--- src/rtl/keycode_capture.sv ---
// keycode_capture: debounces priority-encoder key codes, one event per press, queued in a small FIFO
module keycode_capture #(
    parameter int STABLE_CYC = 4,
    parameter int DEPTH      = 4
) (
    input  logic                       clk,
    input  logic                       rst,
    input  logic [3:0]                 code_in,
    output logic [3:0]                 out_code,
    output logic                       out_valid,
    input  logic                       out_ready,
    output logic [$clog2(DEPTH):0]     count,
    output logic                       overflow
);
    localparam int AW = $clog2(DEPTH);
    localparam int CW = AW + 1;
    localparam int SW = $clog2(STABLE_CYC);
    localparam logic [SW-1:0] LAST = SW'(STABLE_CYC - 1);
    typedef enum logic [1:0] {IDLE, QUAL, HELD} state_t;
    state_t state, state_n;
    logic [3:0] cand, cand_n;
    logic [SW-1:0] scnt, scnt_n, rcnt, rcnt_n;
    logic [3:0] key;
    logic push, pop, full, wr;
    logic [3:0] mem [DEPTH];
    logic [CW-1:0] wr_ptr, rd_ptr;
    // invalid encoder codes 10..15 behave exactly like "no key"
    assign key = (code_in > 4'd9) ? 4'd0 : code_in;
    always_comb begin
        state_n = state;
        cand_n  = cand;
        scnt_n  = scnt;
        rcnt_n  = rcnt;
        push    = 1'b0;
        case (state)
            IDLE: begin
                if (key != 4'd0) begin
                    cand_n  = key;
                    scnt_n  = SW'(1);
                    state_n = QUAL;
                end
            end
            QUAL: begin
                if (key == 4'd0) begin
                    state_n = IDLE;
                end else if (key != cand) begin
                    cand_n = key;
                    scnt_n = SW'(1);
                end else if (scnt == LAST) begin
                    push    = 1'b1;
                    rcnt_n  = '0;
                    state_n = HELD;
                end else begin
                    scnt_n = scnt + SW'(1);
                end
            end
            HELD: begin
                if (key != 4'd0)
                    rcnt_n = '0;
                else if (rcnt == LAST)
                    state_n = IDLE;
                else
                    rcnt_n = rcnt + SW'(1);
            end
            default: state_n = IDLE;
        endcase
    end
    always_ff @(posedge clk or posedge rst) begin
        if (rst) begin
            state <= IDLE;
            cand  <= '0;
            scnt  <= '0;
            rcnt  <= '0;
        end else begin
            state <= state_n;
            cand  <= cand_n;
            scnt  <= scnt_n;
            rcnt  <= rcnt_n;
        end
    end
    assign count     = wr_ptr - rd_ptr;
    assign out_valid = count != '0;
    assign full      = count == CW'(DEPTH);
    assign pop       = out_valid && out_ready;
    // a simultaneous pop frees the slot, so a full FIFO can still take the push
    assign wr        = push && (!full || pop);
    assign out_code  = out_valid ? mem[rd_ptr[AW-1:0]] : 4'd0;
    always_ff @(posedge clk or posedge rst) begin
        if (rst) begin
            wr_ptr   <= '0;
            rd_ptr   <= '0;
            overflow <= 1'b0;
            for (int i = 0; i < DEPTH; i++) mem[i] <= '0;
        end else begin
            if (wr) begin
                mem[wr_ptr[AW-1:0]] <= cand;
                wr_ptr <= wr_ptr + CW'(1);
            end
            if (pop) rd_ptr <= rd_ptr + CW'(1);
            overflow <= push && full && !pop;
        end
    end
endmodule

--- config.mk ---
export PLATFORM = sky130hd
export DESIGN_NAME = keycode_capture
export DESIGN_NICKNAME = d
export VERILOG_FILES = /design/src/rtl/keycode_capture.sv
export SDC_FILE = /design/constraint.sdc
export NUM_CORES = 1
export LEC_CHECK = 0
export BUFFER_PORTS_ARGS = -buffer_cell sky130_fd_sc_hd__buf_2
export CELL_PAD_IN_SITES_DETAIL_PLACEMENT = 1
export CELL_PAD_IN_SITES_GLOBAL_PLACEMENT = 1
export CORE_UTILIZATION = 40
export DETAILED_ROUTE_END_ITERATION = 10
export PLACE_DENSITY = 0.74
export SETUP_SLACK_MARGIN = 0.05
export SKIP_CTS_REPAIR_TIMING = 1
export SYNTH_ARGS = -nofsm -noshare
export SYNTH_HDL_FRONTEND = slang
export SYNTH_SLANG_ARGS = --single-unit
export TNS_END_PERCENT = 100
--- constraint.sdc ---
create_clock -name clk -period 4.1 [get_ports clk]
set_input_delay 0.615 -clock clk [delete_from_list [all_inputs] [get_ports clk]]
set_output_delay 0.615 -clock clk [all_outputs]
set_load 0.01 [all_outputs]
==> results of run 1 <==
-- final cells by class --
cell class | count | area [µm²]
inverter | 10 | 37.5
clock buffer | 6 | 82.6
sequential | 33 | 826
multi-input combinational | 95 | 915
timing repair buffer | 16 | 82.6
tap | 52 | 65.1
clock inverter | 2 | 37.5
fill | 467 | 2310
-- worst reg2reg max path, cell delays in order (launching register included) --
cell	delay, ps
dfrtp_1	510
ha_1	260
fa_1	380
xor2_1	160
xnor2_1	150
or4_1	620
nand4_2	250
mux2_2	360
-- layer usage --
metal / up-vias / share of wire / GRT usage / wire [µm]
met3: 5 / 0.028 / 0.0436 / 102
met4: 0 / 0.013 / 0.0680 / 48
met1: 590 / 0.46 / 0.216 / 1660
li1: 548 / - / - / -
met2: 12 / 0.50 / 0.275 / 1780
met5: - / 0 / 0 / 0
-- synth_stat cells, types with 2 or more instances --
library cell / count
nor2_1: 3
nand2_1: 3
nand2b_1: 5
a21oi_1: 2
nor3b_1: 2
o21ai_0: 2
mux4_2: 4
mux2_2: 18
nor4b_1: 2
dfrtp_1: 33
inv_1: 10
xnor2_1: 5
nand4_2: 3
nor2b_1: 2
nand3_1: 2
or4_1: 2
a21o_1: 2
and2_1: 4
clkbuf_1: 3
nand4b_1: 2
ha_1: 8
a32o_1: 2
buf_6: 2
nor3_1: 4
xor2_1: 2
-- placed cells by master, fill, tap and decap left out, types with 2 or more instances in the layout --
cell / n
clkbuf_8: 6
xnor2_1: 5
dfrtp_1: 33
mux4_2: 4
a32o_1: 2
a21o_1: 2
buf_2: 15
nor2_1: 3
a21oi_1: 2
nand4_2: 3
or4_1: 2
nor3b_1: 2
o21ai_0: 2
nand3_1: 2
mux2_2: 18
nand4b_1: 2
nor2b_1: 2
and2_1: 4
nor4b_1: 2
nor3_1: 4
nand2b_1: 5
inv_1: 10
ha_1: 8
nand2_1: 3
xor2_1: 2
-- flip-flops by register name (all words and copies together) (netlist names) --
| name | count |
|---|---|
| rd_ptr | 3 |
| scnt | 2 |
| state | 2 |
| rcnt | 2 |
| mem | 16 |
| wr_ptr | 3 |
| cand | 4 |
| overflow | 1 |
-- worst max path at each step --
stage	start	to	slack (ps)
2_1_floorplan	wr_ptr[0]	mem[5]	1520
3_3_place_gp	code_in[2]	mem[4]	1210
3_5_place_dp	code_in[2]	mem[4]	1140
4_1_cts	rd_ptr[0]	out_code[1]	990
5_1_grt	rd_ptr[0]	out_code[1]	840
6_report	rd_ptr[0]	out_code[1]	1040
-- through the flow --
stage	std cells	worst slack [ps]	area, µm²	total power [µW]	hold slack (ps)
final	214	1040	2050	1090	260
after global routing	214	842	2050	1180	278
after CTS	214	992	2050	1110	267
after detailed placement	206	1140	1930	789	489
after global placement	206	1210	1930	768	477
after floorplan	145	1520	1820	684	459
-- where the power goes --
part | total (µW) | switching [µW] | internal [µW]
sequential | 444 | 73.3 | 370
clock | 317 | 120 | 197
combinational | 334 | 177 | 156
-- kinds of logic after synthesis --
kind of cell	count (synthesis)	synth area share
AND/OR/NAND/NOR	39	0.157
flip-flops	33	0.454
multiplexers	24	0.175
buffers and inverters	17	0.0440
AO/OA/AOI/OAI	16	0.0701
adder cells (fa/ha/maj)	9	0.0660
XOR/XNOR	7	0.0337
==> impl_metrics.csv, run 1 <==
group,metric,value,unit
floorplan,fp-row-count,24,
timing,min_period,3060,ps
pwr,p_leak,0.000989,µW
run_status,status,"complete, no violations",
synthesis,netlist_top_cells_area,"dfrtp_1 45%, mux2_2 11%, ha_1 5.5%, mux4_2 4.9%, xnor2_1 2.4%",
timing,hold_violations,0,
floorplan,dieArea,0.00482,mm²
floorplan,ios,16,
synthesis,ys_warn_count,0,
synthesis,synth_edf_count,0,
cts,clockBufferDepth,2,
worst_setup_path,startpoint_type,"register",
global_route,grt_util_all_layers,0.170,
worst_setup_path,r2r_slack,1280,ps
worst_setup_path,crit_arrival,2450,ps
worst_setup_path,crit_type,"register to primary output",
job,cap_violations,0,
timing,finalMaxSlewViolations,0,
synthesis,synth_top_area_share,0.454,
worst_setup_path,endpoint_kind,"primary output",
floorplan,core,0.00435,mm²
global_route,gr-total-overflow,0,
global_route,antenna_found_initial,0,
global_route,grt_pass1_vias,1208,
floorplan,fp.dieW,69.5,µm
route,drtPass1Iterations,4,
route,drc_errors,0,
finish,final_nets,177,
floorplan,start_util,0.418,
finish,area_growth,12.4,%
worst_setup_path,crit_family,"adder cells",
finish,drive_above_1_share,0.340,
synthesis,syn_inst,145,
timing,fin_crit_sh,0.747,
place,routabilityCongestion,0.765,
worst_setup_path,crit_buf_inv,1,
route,vias_per_cell,5.40,
place,hpwlAfterDp,2640,µm
finish,fin_util,0.470,
floorplan,fp.dieH,69.5,µm
route,wl,3590,µm
timing,rsz0062_at_grt,"no",
synthesis,yosys_register_bits,33,
route,vias,1155,
worst_setup_path,worst-path-stages,7,
timing,fin_tns_setup,0,ps
pwr,power_density,535,mW/mm²
timing,fin_skew,6.70,ps
cts,clkLatencyLatePin,290,ps
worst_setup_path,cp_slowest_cell,"dfrtp_1",
timing,relSlewSlack,0.495,
synthesis,syn_nets,161,
synthesis,async_flop_share,1.00,
synthesis,synth.avg_cell_area,12.6,µm²
route,detail-route-antenna-nets,0,
worst_setup_path,crit_path_max_incr_delay,510,ps
worst_setup_path,critical_path.max_fanout,7,
worst_setup_path,timing.rr.end,"mem[7]",
cts,cts_tree,"yes",
min_path,hp-class,"primary input to async pin",
global_route,grt_max_degree,27,
cts,clk_pin_slew,70,ps
synthesis,synth_top_area_cell,"dfrtp_1",
pwr,ir_drop,0.200,mV
worst_setup_path,cp_cell_sequence,"ha_1 > fa_1 > xor2_1 > xnor2_1 > nand3_1 > and2_1 > buf_2",
cts,htree_num_levels,2,
synthesis,ys_seq_area_frac,0.454,
synthesis,syn_area,0.00182,mm²
cts,cts_sinks,33,
route,drt_iter0_markers,25,
route,post_drt_wl_per_cell,16.8,µm
timing,fmax,0.326,GHz
timing,tightest_slew,756,ps
worst_setup_path,worst_r2r_path_depth,7,
place,portBuffers,15,
synthesis,synth_ff_type,"dfrtp_1",
cts,root_buffer,"clkbuf_8",
worst_setup_path,required,3480,ps
finish,n_antenna_cell,0,
cts,cts_made_buffers,5,
synthesis,synth.distinct_cells,43,
timing,finalSetupViolCount,0,
worst_setup_path,rr_startpoint,"rd_ptr[0]",
global_route,grt_pass1_wl,6240,µm
Note: power is estimated with default switching activity, not from simulation.
==> run 2, diff against run 1 <==
Settings changed: PLACE_DENSITY 0.74 to 0.77.
Clock period 4.1 ns to 2.8 ns, I/O delays scaled along.
==> run 2 against run 1 <==
- final cell count grew 3.7%
- worst hold slack lost 45 ps
- sequential power grew 39%
- non-clock buffer count grew 8
- critical path type unchanged
==> impl_metrics.csv, run 2 (synthesis gave the netlist of run 1 again) <==
group,metric,value,unit
floorplan,fp.dieW,69.5,µm
timing,fin_crit_sh,0.939,
finish,top_register,"mem",
pwr,sw_frac_of_total,0.365,
floorplan,dieArea,0.00482,mm²
worst_setup_path,crit_type,"register to primary output",
finish,area_growth,15.3,%
worst_setup_path,startpoint_type,"register",
global_route,grt_pass1_vias,1273,
route,drc_errors,0,
global_route,grt_max_degree,34,
finish,drive_above_1_share,0.406,
route,drt_iter0_markers,35,
place,portBuffers,15,
finish,final_cell_mix,"33 x dfrtp_1, 18 x mux2_2, 15 x buf_2, 9 x inv_1, 9 x buf_4",
pwr,power.internal,1030,µW
floorplan,fp-row-count,24,
route,post_drt_wl_per_cell,16.8,µm
finish,layout_commonest_cell,"dfrtp_1",
finish,fill_cells,444,
worst_setup_path,crit_arrival,2210,ps
pwr,pwr-share-comb,0.405,
place,routabilityCongestion,0.774,
cts,root_buffer,"clkbuf_8",
route,drtPass1Iterations,3,
pwr,seq_power_share,0.380,
route,wl,3740,µm
run_status,status,"complete, no violations",
worst_setup_path,endpoint_kind,"primary output",
floorplan,core,0.00435,mm²
global_route,gr-total-overflow,0,
worst_setup_path,critPathCapture,"out_code[0]",
min_path,hp-class,"primary input to async pin",
pwr,clockPowerShare,0.215,
cts,cts_made_buffers,5,
pwr,ir_drop,0.328,mV
timing,rsz0062_at_grt,"no",
finish,final_nets,185,
global_route,grt.busiest_layer,"met2",
worst_setup_path,timing.rr.end,"mem[4]",
worst_setup_path,rr_startpoint,"cand[2]",
finish,fin_util,0.482,
place,hpwlAfterDp,2740,µm
finish,largest_reg_flops,16,
global_route,grt_util_all_layers,0.169,
timing,fin_hold_ws,215,ps
timing,fmax,0.380,GHz
floorplan,start_util,0.418,
finish,top_regs,"mem: 16 flops, cand: 4 flops",
worst_setup_path,critical_path.max_fanout,6,
timing,finalSetupViolCount,0,
route,detail-route-antenna-nets,0,
pwr,power_density,771,mW/mm²
place,pre_cts_ws,33.6,ps
timing,setup_ws,171,ps
worst_setup_path,r2r_slack,240,ps
global_route,grt_pass1_wl,6330,µm
timing,relSlewSlack,0.602,
timing,hold_violations,0,
global_route,met1_usage,0.213,
cts,cts_tree,"yes",
worst_setup_path,required,2380,ps
worst_setup_path,crit_start,"wr_ptr[0]",
worst_setup_path,worst_r2r_path_depth,5,
global_route,grt_util_met2,0.286,
timing,tightest_slew,595,ps
floorplan,fp.dieH,69.5,µm
job,cap_violations,0,
cts,cts_sinks,33,
route,vias_per_cell,5.31,
cts,clk_pin_slew,70,ps
cts,htree_num_levels,2,
finish,n_antenna_cell,0,
timing,fin_skew,3.18,ps
pwr,power_switching,590,µW
route,vias,1178,
place,place_inst,211,
finish,layout.cells.non_filler,222,
floorplan,ios,16,
global_route,antenna_found_initial,0,
global_route,use_met3,0.0436,
cts,clockBufferDepth,2,
pwr,p_leak,0.00102,µW
timing,min_period,2630,ps
timing,finalMaxSlewViolations,0,
cts,clkLatencyLatePin,280,ps
pwr,fin_total_pwr,1620,µW
[run 2: power groups by stage]
stage / sequential [µW] / clock [µW] / combinational, µW
final: 615 / 348 / 654
after global routing: 629 / 379 / 717
after CTS: 613 / 359 / 567
after detailed placement: 621 / 0 / 564
after global placement: 615 / 0 / 534
after floorplan: 603 / 0 / 399
[run 2: metal layers]
layer | up-vias | wire length [µm] | part of all wire
li1 | 562 | - | -
met1 | 601 | 1730 | 0.46
met2 | 9 | 1870 | 0.50
met3 | 6 | 88 | 0.024
met4 | 0 | 44 | 0.012
met5 | - | 0 | 0
[run 2: worst min path at each step]
stage,endpoint,start,cells after the start
after global placement,mem[4],mem[4],1
after global routing,rcnt[0],rst,3
after CTS,scnt[0],rst,3
after floorplan,mem[4],mem[4],1
final,overflow,rst,3
after detailed placement,mem[4],mem[4],1
[run 2: cell type report]
cell class | instances | area [µm²] | share of cell area
clock buffer | 5 | 68.8 | 0.0328
clock inverter | 3 | 17.5 | 0.00835
inverter | 10 | 37.5 | 0.0179
multi-input combinational | 95 | 941 | 0.448
sequential | 33 | 826 | 0.394
tap | 52 | 65.1 | 0.0310
timing repair buffer | 24 | 143 | 0.0680
[run 2: worst max-delay path: stages (launching register included)]
cell and delay [ps]:
dfrtp_1 410, inv_2 70, ha_1 210, fa_2 360, xor2_2 170, xnor2_2 220, nand3_2 160, and2_1 200
buf_2 140
[run 2: through the flow]
stage                     setup TNS [ps]  cell area, µm²
after floorplan                        0            1820
after global placement                 0            1960
after detailed placement               0            1960
after CTS                          -95.9            2050
after global routing                   0            2100
final                                  0            2100
==> run 3, diff against run 2 <==
Settings changed: CTS_BUF_LIST from default to sky130_fd_sc_hd__clkbuf_4.
==> run 3 against run 2 <==
- final cell count is 0.90% higher
- non-clock buffer count is 2 higher
- critical path depth stayed put
- largest cell class unchanged
==> impl_metrics.csv, run 3 (synthesis gave the netlist of run 1 again) <==
group,metric,value,unit
finish,fin_util,0.483,
timing,tightest_slew,602,ps
timing,finalMaxSlewViolations,0,
timing,finalSetupViolCount,0,
worst_setup_path,endpoint_kind,"register",
route,drc_errors,0,
floorplan,core,0.00435,mm²
pwr,ir_drop,0.290,mV
floorplan,ios,16,
timing,hold_violations,0,
timing,fin_skew,4.48,ps
floorplan,fp.dieW,69.5,µm
finish,layout_commonest_cell,"dfrtp_1",
worst_setup_path,crit_path_max_incr_delay,610,ps
finish,largest_reg_flops,16,
finish,top_register,"mem",
global_route,grt_pass1_vias,1285,
place,dpl_cell_area,0.00196,mm²
worst_setup_path,cp_slowest_cell,"or4_1",
cts,htree_num_levels,2,
timing,min_period,2730,ps
timing,fin_hold_ws,143,ps
cts,cts_sinks,33,
global_route,grt_max_degree,34,
worst_setup_path,startpoint_type,"register",
place,routabilityCongestion,0.774,
route,vias_per_cell,5.41,
cts,cts_made_buffers,5,
finish,final_nets,187,
finish,fill_cells,450,
route,vias,1212,
finish,n_antenna_cell,0,
cts,clkLatencyLatePin,350,ps
finish,top_regs,"mem: 16 flops, cand: 4 flops",
global_route,antenna_found_initial,0,
timing,fin_crit_sh,0.977,
run_status,status,"complete, no violations",
route,drtPass1Iterations,4,
finish,layout.cells.non_filler,224,
worst_setup_path,crit_arrival,2980,ps
route,detail-route-antenna-nets,0,
finish,fin_area,0.00210,mm²
cts,cts_tree,"yes",
global_route,grt_util_all_layers,0.170,
route,wl,3910,µm
place,place_inst,211,
timing,fmax,0.366,GHz
route,drt_iter0_markers,36,
timing,rsz0062_at_grt,"yes",
floorplan,fp.dieH,69.5,µm
timing,relSlewSlack,0.598,
worst_setup_path,crit_family,"simple AND/OR/NAND/NOR gates",
floorplan,dieArea,0.00482,mm²
pwr,p_leak,0.00102,µW
global_route,grt_pass1_wl,6320,µm
worst_setup_path,cp_cell_sequence,"inv_2 > ha_4 > fa_2 > xor2_2 > xnor2_2 > or4_1 > nand4_4 > mux2_2",
route,post_drt_wl_per_cell,17.5,µm
cts,root_buffer,"clkbuf_4",
place,hpwlAfterDp,2740,µm
floorplan,start_util,0.418,
cts,clockBufferDepth,2,
worst_setup_path,critical_path.max_fanout,6,
job,cap_violations,0,
min_path,hp-class,"primary input to async pin",
worst_setup_path,crit_buf_inv,1,
worst_setup_path,required,3040,ps
cts,clk_pin_slew,110,ps
finish,final_cell_mix,"33 x dfrtp_1, 18 x mux2_2, 14 x buf_2, 11 x buf_4, 9 x inv_1",
floorplan,fp-row-count,24,
place,portBuffers,15,
finish,area_growth,15.5,%
global_route,gr-total-overflow,0,
pwr,power_density,759,mW/mm²
worst_setup_path,crit_type,"register to register",
finish,drive_above_1_share,0.424,
## run 3: changes by cell type in the layout (fill, tap and decap cells not counted), sizes merged
cell / previous run / this run
buf: 24 / 26
## run 3: path summary, 6_finish.rpt
kind,end,depth (start not counted),slack (ps),start
max in group asynchronous,mem[5],3,2360,rst
max reg2reg,mem[0],8,70,wr_ptr[0]
min in group clk,cand[0],2,340,code_in[0]
min reg2reg,mem[4],1,510,mem[4]
min,state[0],3,140,rst
max,mem[0],8,70,wr_ptr[0]
## run 3: worst min-delay path: cells and delay by family
family | cells | cell delay (ps)
buffers and inverters | 3 | 500
## run 3: where the power goes
| part | internal [µW] | switching, µW | leakage (µW) |
|---|---|---|---|
| sequential | 542 | 78.7 | 0.000439 |
| combinational | 350 | 358 | 0.000553 |
| clock | 94.5 | 173 | 0.0000310 |
## run 3: routing by layer
| metal | global-route usage | up-vias | wire length, µm |
|---|---|---|---|
| met5 | 0 | - | 0 |
| met4 | 0.0544 | 0 | 50 |
| met3 | 0.0436 | 6 | 86 |
| met2 | 0.280 | 10 | 2020 |
| met1 | 0.217 | 622 | 1750 |
| li1 | - | 574 | - |
## run 3: area by class of cell
class,count,area [µm²],share of cell area
Clock buffer,5,37.5,0.0179
Clock inverter,3,17.5,0.00833
Inverter,10,37.5,0.0179
Multi-Input combinational cell,95,955,0.454
Sequential cell,33,826,0.393
Tap cell,52,65.1,0.0310
Timing Repair Buffer,26,164,0.0780
## run 3: metrics by stage
step / total power, µW / worst slack, ps / setup TNS (ps)
3_3_place_gp: 1150 / 110 / 0
5_1_grt: 1720 / -70.8 / -674
2_1_floorplan: 1000 / 223 / 0
3_5_place_dp: 1180 / 33.6 / 0
6_report: 1600 / 65.4 / 0
4_1_cts: 1450 / -108 / -402
